===== config.mk =====
export PLATFORM = sky130hd
export DESIGN_NAME = debounce_scanner_flat
export DESIGN_NICKNAME = d
export VERILOG_FILES = /design/src/rtl/debounce_scanner_if.sv /design/src/rtl/debounce_scanner.sv /design/src/flat_wrapper.sv
export SDC_FILE = /design/constraint.sdc
export NUM_CORES = 1
export LEC_CHECK = 0
export BUFFER_PORTS_ARGS = -buffer_cell sky130_fd_sc_hd__buf_2
export CORE_ASPECT_RATIO = 0.5
export CORE_MARGIN = 2
export CORE_UTILIZATION = 61
export DETAILED_ROUTE_END_ITERATION = 8
export HOLD_SLACK_MARGIN = 0.02
export PLACE_DENSITY = 0.82
export SETUP_SLACK_MARGIN = 0.4
export SYNTH_ARGS = -nofsm -noshare
export SYNTH_HDL_FRONTEND = slang
export SYNTH_SLANG_ARGS = --single-unit

===== constraint.sdc =====
create_clock -name clk_i -period 3.61 [get_ports clk_i]
set_input_delay 0 -clock clk_i [delete_from_list [all_inputs] [get_ports clk_i]]
set_output_delay 0 -clock clk_i [all_outputs]
set_load 0.1 [all_outputs]

===== src/rtl/debounce_scanner_if.sv =====
// debounce_scanner_if: raw inputs, debounced levels, busy flag and change-event port
interface debounce_scanner_if #(
    parameter int CHANNELS = 4
);
    localparam int CW = $clog2(CHANNELS);
    logic [CHANNELS-1:0] in_i;
    logic [CHANNELS-1:0] out_o;
    logic                busy_o;
    logic                event_valid_o;
    logic [CW-1:0]       event_chan_o;
    logic                event_level_o;
    logic                event_ack_i;
    logic                event_ovf_o;
    modport master (
        input  in_i, event_ack_i,
        output out_o, busy_o, event_valid_o, event_chan_o, event_level_o, event_ovf_o
    );
    modport slave (
        output in_i, event_ack_i,
        input  out_o, busy_o, event_valid_o, event_chan_o, event_level_o, event_ovf_o
    );
endinterface


===== src/rtl/debounce_scanner.sv =====
// debounce_scanner: time-shared debouncer; change-event port built only with DEBOUNCE_SCANNER_EVENT_EN
module debounce_scanner #(
    parameter int CHANNELS = 4,
    parameter int PRESCALE = 1024,
    parameter int STABLE   = 4
) (
    input logic                clk_i,
    input logic                rst_i,
    debounce_scanner_if.master bus
);
    localparam int CW = $clog2(CHANNELS);
    localparam int PW = $clog2(PRESCALE);
    localparam int SW = $clog2(STABLE);
    typedef enum logic {IDLE, SCAN} state_t;
    state_t              state_q, state_d;
    logic [CHANNELS-1:0] sync1_q, sync2_q, snap_q, out_q, out_d;
    logic [PW-1:0]       pcnt_q, pcnt_d;
    logic [CW-1:0]       idx_q, idx_d;
    logic [SW-1:0]       cnt_q [CHANNELS];
    logic [SW-1:0]       cnt_d;
    logic                tick, raise;

    assign tick       = pcnt_q == PW'(PRESCALE - 1);
    assign pcnt_d     = tick ? '0 : pcnt_q + 1'b1;
    assign bus.out_o  = out_q;
    assign bus.busy_o = state_q == SCAN;

    // synchronizer, prescaler, tick snapshot, scan FSM and debounced levels
    always_ff @(posedge clk_i) begin
        if (rst_i) begin
            sync1_q <= '0;
            sync2_q <= '0;
            snap_q  <= '0;
            pcnt_q  <= '0;
            state_q <= IDLE;
            idx_q   <= '0;
            out_q   <= '0;
        end else begin
            sync1_q <= bus.in_i;
            sync2_q <= sync1_q;
            pcnt_q  <= pcnt_d;
            state_q <= state_d;
            idx_q   <= idx_d;
            out_q   <= out_d;
            if (tick) snap_q <= sync2_q;
        end
    end

    // stability counters; only the channel under scan is written each clock
    always_ff @(posedge clk_i) begin
        if (rst_i) begin
            for (int i = 0; i < CHANNELS; i++) cnt_q[i] <= '0;
        end else if (state_q == SCAN) begin
            cnt_q[idx_q] <= cnt_d;
        end
    end

    // next state, scan index and the shared per-channel stability datapath
    always_comb begin
        state_d = state_q;
        idx_d   = idx_q;
        out_d   = out_q;
        cnt_d   = cnt_q[idx_q];
        raise   = 1'b0;
        if (state_q == IDLE) begin
            if (tick) begin
                state_d = SCAN;
                idx_d   = '0;
            end
        end else begin
            state_d = idx_q == CW'(CHANNELS - 1) ? IDLE : SCAN;
            idx_d   = idx_q == CW'(CHANNELS - 1) ? '0 : idx_q + 1'b1;
            if (snap_q[idx_q] == out_q[idx_q]) begin
                cnt_d = '0;
            end else if (cnt_q[idx_q] == SW'(STABLE - 1)) begin
                out_d[idx_q] = snap_q[idx_q];
                cnt_d        = '0;
                raise        = 1'b1;
            end else begin
                cnt_d = cnt_q[idx_q] + 1'b1;
            end
        end
    end

`ifdef DEBOUNCE_SCANNER_EVENT_EN
    logic          ev_valid_q, ev_level_q, ev_ovf_q;
    logic [CW-1:0] ev_chan_q;

    assign bus.event_valid_o = ev_valid_q;
    assign bus.event_chan_o  = ev_chan_q;
    assign bus.event_level_o = ev_level_q;
    assign bus.event_ovf_o   = ev_ovf_q;

    // single-entry event holder; a raise coinciding with an ack replaces the popped entry
    always_ff @(posedge clk_i) begin
        if (rst_i) begin
            ev_valid_q <= 1'b0;
            ev_chan_q  <= '0;
            ev_level_q <= 1'b0;
            ev_ovf_q   <= 1'b0;
        end else if (raise && (!ev_valid_q || bus.event_ack_i)) begin
            ev_valid_q <= 1'b1;
            ev_chan_q  <= idx_q;
            ev_level_q <= snap_q[idx_q];
        end else if (raise) begin
            ev_ovf_q <= 1'b1;
        end else if (bus.event_ack_i) begin
            ev_valid_q <= 1'b0;
        end
    end
`else
    logic unused_ev;
    assign unused_ev         = bus.event_ack_i | raise;
    assign bus.event_valid_o = 1'b0;
    assign bus.event_chan_o  = '0;
    assign bus.event_level_o = 1'b0;
    assign bus.event_ovf_o   = 1'b0;
`endif
endmodule


===== src/flat_wrapper.sv =====
// flat-port wrapper written by rule: the top's interface ports become plain ports
module debounce_scanner_flat 
#(
    parameter int CHANNELS = 4,
    parameter int PRESCALE = 1024,
    parameter int STABLE   = 4
)
  (clk_i, rst_i, bus_in_i, bus_event_ack_i, bus_out_o, bus_busy_o, bus_event_valid_o, bus_event_chan_o, bus_event_level_o, bus_event_ovf_o);
  debounce_scanner_if #(.CHANNELS(CHANNELS)) bus_i ();
  input logic clk_i;
  input logic rst_i;
  input wire logic [$bits(bus_i.in_i)-1:0] bus_in_i;
  input wire logic [$bits(bus_i.event_ack_i)-1:0] bus_event_ack_i;
  output wire logic [$bits(bus_i.out_o)-1:0] bus_out_o;
  output wire logic [$bits(bus_i.busy_o)-1:0] bus_busy_o;
  output wire logic [$bits(bus_i.event_valid_o)-1:0] bus_event_valid_o;
  output wire logic [$bits(bus_i.event_chan_o)-1:0] bus_event_chan_o;
  output wire logic [$bits(bus_i.event_level_o)-1:0] bus_event_level_o;
  output wire logic [$bits(bus_i.event_ovf_o)-1:0] bus_event_ovf_o;
  assign bus_i.in_i = bus_in_i;
  assign bus_i.event_ack_i = bus_event_ack_i;
  assign bus_out_o = bus_i.out_o;
  assign bus_busy_o = bus_i.busy_o;
  assign bus_event_valid_o = bus_i.event_valid_o;
  assign bus_event_chan_o = bus_i.event_chan_o;
  assign bus_event_level_o = bus_i.event_level_o;
  assign bus_event_ovf_o = bus_i.event_ovf_o;
  debounce_scanner #(.CHANNELS(CHANNELS), .PRESCALE(PRESCALE), .STABLE(STABLE)) u_core (.clk_i(clk_i), .rst_i(rst_i), .bus(bus_i));
endmodule

==> results by group, run 1 <==
Logic synthesis
  – Yosys warns: 0
  – Post-Syn Area per Cell: 10.77 um2
  – Dominant cell type by area after synthesis: dfxtp_1
  – Synth Flop Type: dfxtp_1
  – Yosys reg bits: 39
  – Number of synthesized flops with an enable pin: 8
  – Cell count after synthesis: 159
  – Netlist cell types: 33
  – Synth area leaders: dfxtp_1 36%, edfxtp_1 14%, mux4_2 5.3%
  – Seq/Total Area, Yosys: 0.5029
  – Synth top cells by count: 31 x dfxtp_1, 15 x nand2_1, 12 x nor3_1
  – Mapped cell area: 0.001712 mm2
  – Most common cell in the netlist: dfxtp_1
  – Area share of the largest cell type after synthesis: 0.3626
  – Ys async rst share: 0

Critical path
  – Flop-to-flop setup slack: 1600 ps
  – Data required time of the critical path: 3650 ps
  – Critical Path Start: u_core.idx_q[0]$_SDFFE_PP0P_
  – Setup crit start kind: flop
  – Worst-path fanout max: 10
  – Reg2reg path depth: 4
  – CP Capture Type: flop
  – CP Data Arrival Time: 2060 ps
  – Worst R2R End: u_core.cnt_q[0][1]$_SDFFCE_PN0P_
  – RR Startpoint: u_core.idx_q[0]$_SDFFE_PP0P_
  – CP endpoint: u_core.cnt_q[0][1]$_SDFFCE_PN0P_
  – CP Class: reg -> reg

Drt
  – DR iter-0 viols: 84
  – Antenna viol nets, final: 0
  – WL final: 2792 um
  – Vias: 1118
  – WL per Instance: 13.30 um
  – Vias per cell: 5.324
  – DR pass1 iterations: 4
  – # DRC: 0

Clocking
  – H-tree depth: 2
  – TritonCTS buffer count: 5
  – PostCTS Resize Cnt: 0
  – Clock Tree Root: clkbuf_8
  – Worst-path clk slew: 70 ps
  – CTS tree: yes
  – CTS sink cnt: 39
  – Clock latency on the worst-skew pair: 280 ps
  – Worst-case clock buffer depth: 2

STA
  – Fin crit period: 2013 ps
  – Slew @ Worst Pin: 820.5 ps
  – Fin crit share: 0.5576
  – Clock skew: 6.478 ps
  – Setup-failing EPs final: 0
  – Final hold violations: 0
  – Max Freq: 496.8 MHz
  – RSZ-0062 raised after global routing: false
  – Rel. slew slack: 0.4489
  – Max Slew Vio Count: 0
  – Setup TNS: 0 ps

Global routing
  – Tot GR Track Use: 0.1944
  – Initial antenna violation count: 0
  – Vias in the first global route: 1067
  – Largest net degree at the start of global routing: 31
  – First-pass GRT wire length: 4809 um
  – Total global routing overflow: 0

Placed design
  – PortBufs: 10
  – Routability-driven placement congestion ratio: 0.7734
  – HPWL Detailed: 1795 um

Die
  – Die area: 0.003271 mm2
  – Io pins: 17
  – Die span in y: 41.46 um
  – DIE WIDTH: 78.91 um
  – Cell row count: 13
  – Starting Density: 0.6496
  – Core box area: 0.002635 mm2

Power
  – Pwr Total: 0.0007817 W
  – PD cells: 418.5 mW/mm2
  – Peak VDD IR: 0.2767 mV
  – P_leak: 0.6975 nW

Status
  – Status: completed

Finish
  – N_diodes: 0
  – P&R area growth vs syn: 9.137%
  – Layout cell share with drive strength beyond 1: 0.1445
  – Final net count: 185

Min path
  – Hold Crit Class: in -> reg

Flow run
  – Max-cap violations: 0
[power breakdown]
part / internal, W / switching [W]
Clock: 0.000135 / 0.000141
Sequential: 0.000454 / 0.00000425
Combinational: 0.0000118 / 0.0000359
Total: 0.000601 / 0.000181
[how the worst min path moves through the flow]
stage / startpoint / end / cells past startpoint
detailed placement: bus_in_i[1] / u_core.sync1_q[1]$_SDFF_PP0_ / 2
global route: rst_i / u_core.pcnt_q[8]$_SDFF_PP0_ / 2
floorplan: bus_in_i[0] / u_core.sync1_q[0]$_SDFF_PP0_ / 1
CTS: rst_i / u_core.pcnt_q[8]$_SDFF_PP0_ / 2
global placement: bus_in_i[2] / u_core.sync1_q[2]$_SDFF_PP0_ / 2
finish: rst_i / u_core.pcnt_q[8]$_SDFF_PP0_ / 2
[registers in the layout, summed over array words and instances, names as in the netlist, named ones only]
register / flops
u_core.idx_q: 2
u_core.pcnt_q: 10
u_core.bus.out_o: 4
u_core.bus.busy_o: 1
u_core.cnt_q: 8
u_core.sync1_q: 4
u_core.snap_q: 4
u_core.sync2_q: 4
[through the flow]
| step | hold slack [ps] | cell area (um2) | util | setup WS [ps] | std cells |
|---|---|---|---|---|---|
| after global routing | 221.5 | 1868 | 0.7089 | 1465 | 210 |
| final | 180.5 | 1868 | 0.7089 | 1597 | 210 |
| after global placement | 209.2 | 1747 | 0.6629 | 1626 | 198 |
| after floorplan | 128.2 | 1727 | - | 1524 | 163 |
| after detailed placement | 212.1 | 1747 | 0.6629 | 1619 | 198 |
| after CTS | 182.2 | 1868 | 0.7089 | 1602 | 210 |
[cell type report]
type / instances / area (um2)
Multi-Input combinational cell: 107 / 770.7
Tap cell: 37 / 46.29
Sequential cell: 39 / 860.8
Inverter: 5 / 18.77
Timing Repair Buffer: 14 / 90.09
Fill cell: 197 / 767.0
Clock buffer: 7 / 76.32
Clock inverter: 1 / 5.005
[metal layers]
metal,routed length (um),GRT usage
met1,1297,0.2384
met3,109,0.05435
met5,0,0
met4,91,0.1241
met2,1294,0.3060
[logic make-up (layout without fill, tap and decap cells)]
family          count (synthesis)  count (layout)  synth area share
compound gates                 11              11           0.04386
flops                          39              39            0.5029
buf+inv                        17              27           0.05555
other cells                     1               5          0.002191
fa+ha+maj                       6               6           0.04386
simple gates                   69              69            0.2346
xor+xnor                        8               8           0.04094
mux                             8               8           0.07603
[placed cells by master (no fill, tap or decap), types with 5 or more instances in the layout]
master	n
a21oi_1	6
buf_2	10
clkbuf_8	5
conb_1	5
dfxtp_1	31
edfxtp_1	8
ha_1	6
inv_1	5
nand2_1	15
nor2_1	9
nor2b_1	9
nor3_1	12
xnor2_1	5
[worst max-delay path, cell delays in order (launching register included)]
cell and delay [ps]:
dfxtp_1 590, mux4_2 640, xor2_1 200, and3_4 200, and2_1 150
[repair_timing]
| action | in CTS | in global routing |
|---|---|---|
| hold buffers | 4 | 0 |
| hold endpoints to repair | 4 | 0 |
| setup buffers | 0 | 0 |
(Power assumes the default switching activity.)
==> inputs of run 2 (changes only) <==
--- a/config.mk
+++ b/config.mk
@@ -8,10 +8,10 @@
 export BUFFER_PORTS_ARGS = -buffer_cell sky130_fd_sc_hd__buf_2
 export CORE_ASPECT_RATIO = 0.5
 export CORE_MARGIN = 2
-export CORE_UTILIZATION = 61
+export CORE_UTILIZATION = 57
 export DETAILED_ROUTE_END_ITERATION = 8
 export HOLD_SLACK_MARGIN = 0.02
-export PLACE_DENSITY = 0.82
+export PLACE_DENSITY = 0.77
 export SETUP_SLACK_MARGIN = 0.4
 export SYNTH_ARGS = -nofsm -noshare
 export SYNTH_HDL_FRONTEND = slang
==> constraint.sdc (replaced) <==
create_clock -name clk_i -period 1.9 [get_ports clk_i]
set_input_delay 0 -clock clk_i [delete_from_list [all_inputs] [get_ports clk_i]]
set_output_delay 0 -clock clk_i [all_outputs]
set_load 0.1 [all_outputs]
==> results by group, run 2 (synthesis gave the netlist of run 1 again) <==
Placed design
  – Dpl ws: 81.79 ps (was 1619 ps)
  – HPWL Detailed: 1900 um (was 1795 um)
  – Dpl cells: 200 (was 198)
  – PortBufs: 10 (unchanged)
  – Routability-driven placement congestion ratio: 0.8159 (was 0.7734)
  – Placed inst area: 0.001792 mm2 (was 0.001747 mm2)

Critical path
  – Data required time of the critical path: 1950 ps (was 3650 ps)
  – Setup crit start kind: flop (unchanged)
  – Worst-path fanout max: 4 (was 10)
  – Critical path's largest stage delay: 510 ps (was 640 ps)
  – Worst path slowest cell: mux4_2 (unchanged)
  – CP Data Arrival Time: 1760 ps (was 2060 ps)
  – Cell breakdown of the critical path: mux4_2 > ha_4 > and3_4 > and2_4 (was mux4_2 > xor2_1 > and3_4 > and2_1)
  – CP Class: reg -> reg (unchanged)
  – CP Capture Type: flop (unchanged)
  – Reg2reg path depth: 4 (unchanged)

STA
  – Max Freq: 585.1 MHz (was 496.8 MHz)
  – Final hold violations: 0 (unchanged)
  – Fin crit period: 1709 ps (was 2013 ps)
  – RSZ-0062 raised after global routing: true (was false)
  – Final worst setup slack: 190.8 ps (was 1597 ps)
  – Setup TNS: 0 ps (unchanged)
  – Rel. slew slack: 0.6383 (was 0.4489)
  – Max Slew Vio Count: 0 (unchanged)
  – Clock skew: 6.833 ps (was 6.478 ps)
  – Setup-failing EPs final: 0 (unchanged)
  – Fin crit share: 0.8996 (was 0.5576)
  – Slew @ Worst Pin: 542.6 ps (was 820.5 ps)

Clocking
  – H-tree depth: 2 (unchanged)
  – CTS sink cnt: 39 (unchanged)
  – TritonCTS buffer count: 5 (unchanged)
  – Clock Tree Root: clkbuf_8 (unchanged)
  – Worst-path clk slew: 70 ps (about the same)
  – CTS tree: yes (unchanged)
  – Worst-case clock buffer depth: 2 (unchanged)
  – Clock latency on the worst-skew pair: 280 ps (about the same)

Global routing
  – Vias in the first global route: 1063 (was 1067)
  – First-pass GRT wire length: 4685 um (was 4809 um)
  – Total global routing overflow: 0 (unchanged)
  – Tot GR Track Use: 0.1819 (was 0.1944)
  – Initial antenna violation count: 0 (unchanged)
  – Largest net degree at the start of global routing: 31 (unchanged)

Power
  – Pwr Total: 0.001478 W (was 0.0007817 W)
  – PD cells: 732.6 mW/mm2 (was 418.5 mW/mm2)
  – Peak VDD IR: 0.6536 mV (was 0.2767 mV)
  – P_leak: 0.7425 nW (was 0.6975 nW)

Finish
  – Layout cell share with drive strength beyond 1: 0.3056 (was 0.1445)
  – Reg with most FFs: u_core.pcnt_q (unchanged)
  – Commonest non-fill, non-tap cell in the layout: dfxtp_1 (unchanged)
  – N_diodes: 0 (unchanged)
  – P&R area growth vs syn: 17.84% (was 9.137%)
  – Largest registers: u_core.pcnt_q x10, u_core.cnt_q x8 (unchanged)
  – Non-Filler Instances: 217 (was 210)
  – Final instance area: 0.002017 mm2 (was 0.001868 mm2)
  – Max reg flops: 10 (unchanged)
  – Most frequent cells in the layout: 19 x dfxtp_1, 13 x nand2_1, 10 x nor3_1, 10 x buf_2 (was 31 x dfxtp_1, 15 x nand2_1, 12 x nor3_1)
  – Final net count: 192 (was 185)

Die
  – Die span in y: 42.75 um (was 41.46 um)
  – Io pins: 17 (unchanged)
  – Starting Density: 0.6301 (was 0.6496)
  – Cell row count: 13 (unchanged)
  – Core box area: 0.002716 mm2 (was 0.002635 mm2)
  – DIE WIDTH: 81.50 um (was 78.91 um)
  – Die area: 0.003484 mm2 (was 0.003271 mm2)

Min path
  – Hold Crit Class: in -> reg (unchanged)
  – Worst Hold Path Cells: 2 (unchanged)

Drt
  – WL final: 2792 um (unchanged)
  – Vias per cell: 5.369 (was 5.324)
  – DR iter-0 viols: 53 (was 84)
  – # DRC: 0 (unchanged)
  – Vias: 1165 (was 1118)
  – DR pass1 iterations: 4 (unchanged)
  – WL per Instance: 12.87 um (was 13.30 um)
  – Antenna viol nets, final: 0 (unchanged)

Flow run
  – Max-cap violations: 0 (unchanged)

Status
  – Status: completed (unchanged)
-- run 2: worst paths after layout --
kind	startpoint	endpoint	slack [ps]
max	u_core.cnt_q[2][1]$_SDFFCE_PN0P_	u_core.cnt_q[2][1]$_SDFFCE_PN0P_	190
min	rst_i	u_core.snap_q[0]$_SDFFE_PP0P_	190
max reg2reg	u_core.cnt_q[2][1]$_SDFFCE_PN0P_	u_core.cnt_q[2][1]$_SDFFCE_PN0P_	190
min reg2reg	u_core.sync1_q[1]$_SDFF_PP0_	u_core.sync2_q[1]$_SDFF_PP0_	440
-- run 2: critical path, delay by kind of cell, from the launching register on --
family | cells | cell delay, ps
adder cells (fa/ha/maj) | 1 | 260
AND/OR/NAND/NOR | 2 | 320
flip-flops | 1 | 380
multiplexers | 1 | 510
-- run 2: layout make-up --
type	instances	area, um2
sequential	39	888.4
tap	37	46.29
clock buffer	7	76.32
inverter	5	18.77
fill	178	699.4
clock inverter	1	5.005
multi-input combinational	107	835.8
timing repair buffer	21	146.4
-- run 2: what timing repair did --
action                                  CTS  global route
endpoints found under the hold margin     4             0
endpoints found under the setup margin   29            28
gates cloned                              0             0
pin swaps                                 6             3
buffers inserted                          5             0
resized for setup                        13             6
hold buffers                              4             0
-- run 2: routing by layer --
layer	up-vias	routed length (um)	GRT usage
met2	27	1339	0.2984
li1	581	-	-
met3	6	125	0.06383
met4	0	53	0.07797
met1	551	1274	0.2174
met5	-	0	0
-- run 2: through the flow --
| stage | utilization | hold slack [ps] |
|---|---|---|
| floorplan | - | 128.2 |
| global placement | 0.6596 | 211.7 |
| detailed placement | 0.6596 | 213.0 |
| CTS | 0.7370 | 184.9 |
| global route | 0.7425 | 224.7 |
| finish | 0.7425 | 185.3 |
-- run 2: where the power goes --
part | leakage [nW] | total (W) | switching (W) | internal, W
sequential | 0.342 | 0.000867 | 0.0000106 | 0.000856
combinational | 0.359 | 0.0000944 | 0.0000689 | 0.0000256
clock | 0.0422 | 0.000516 | 0.000259 | 0.000257
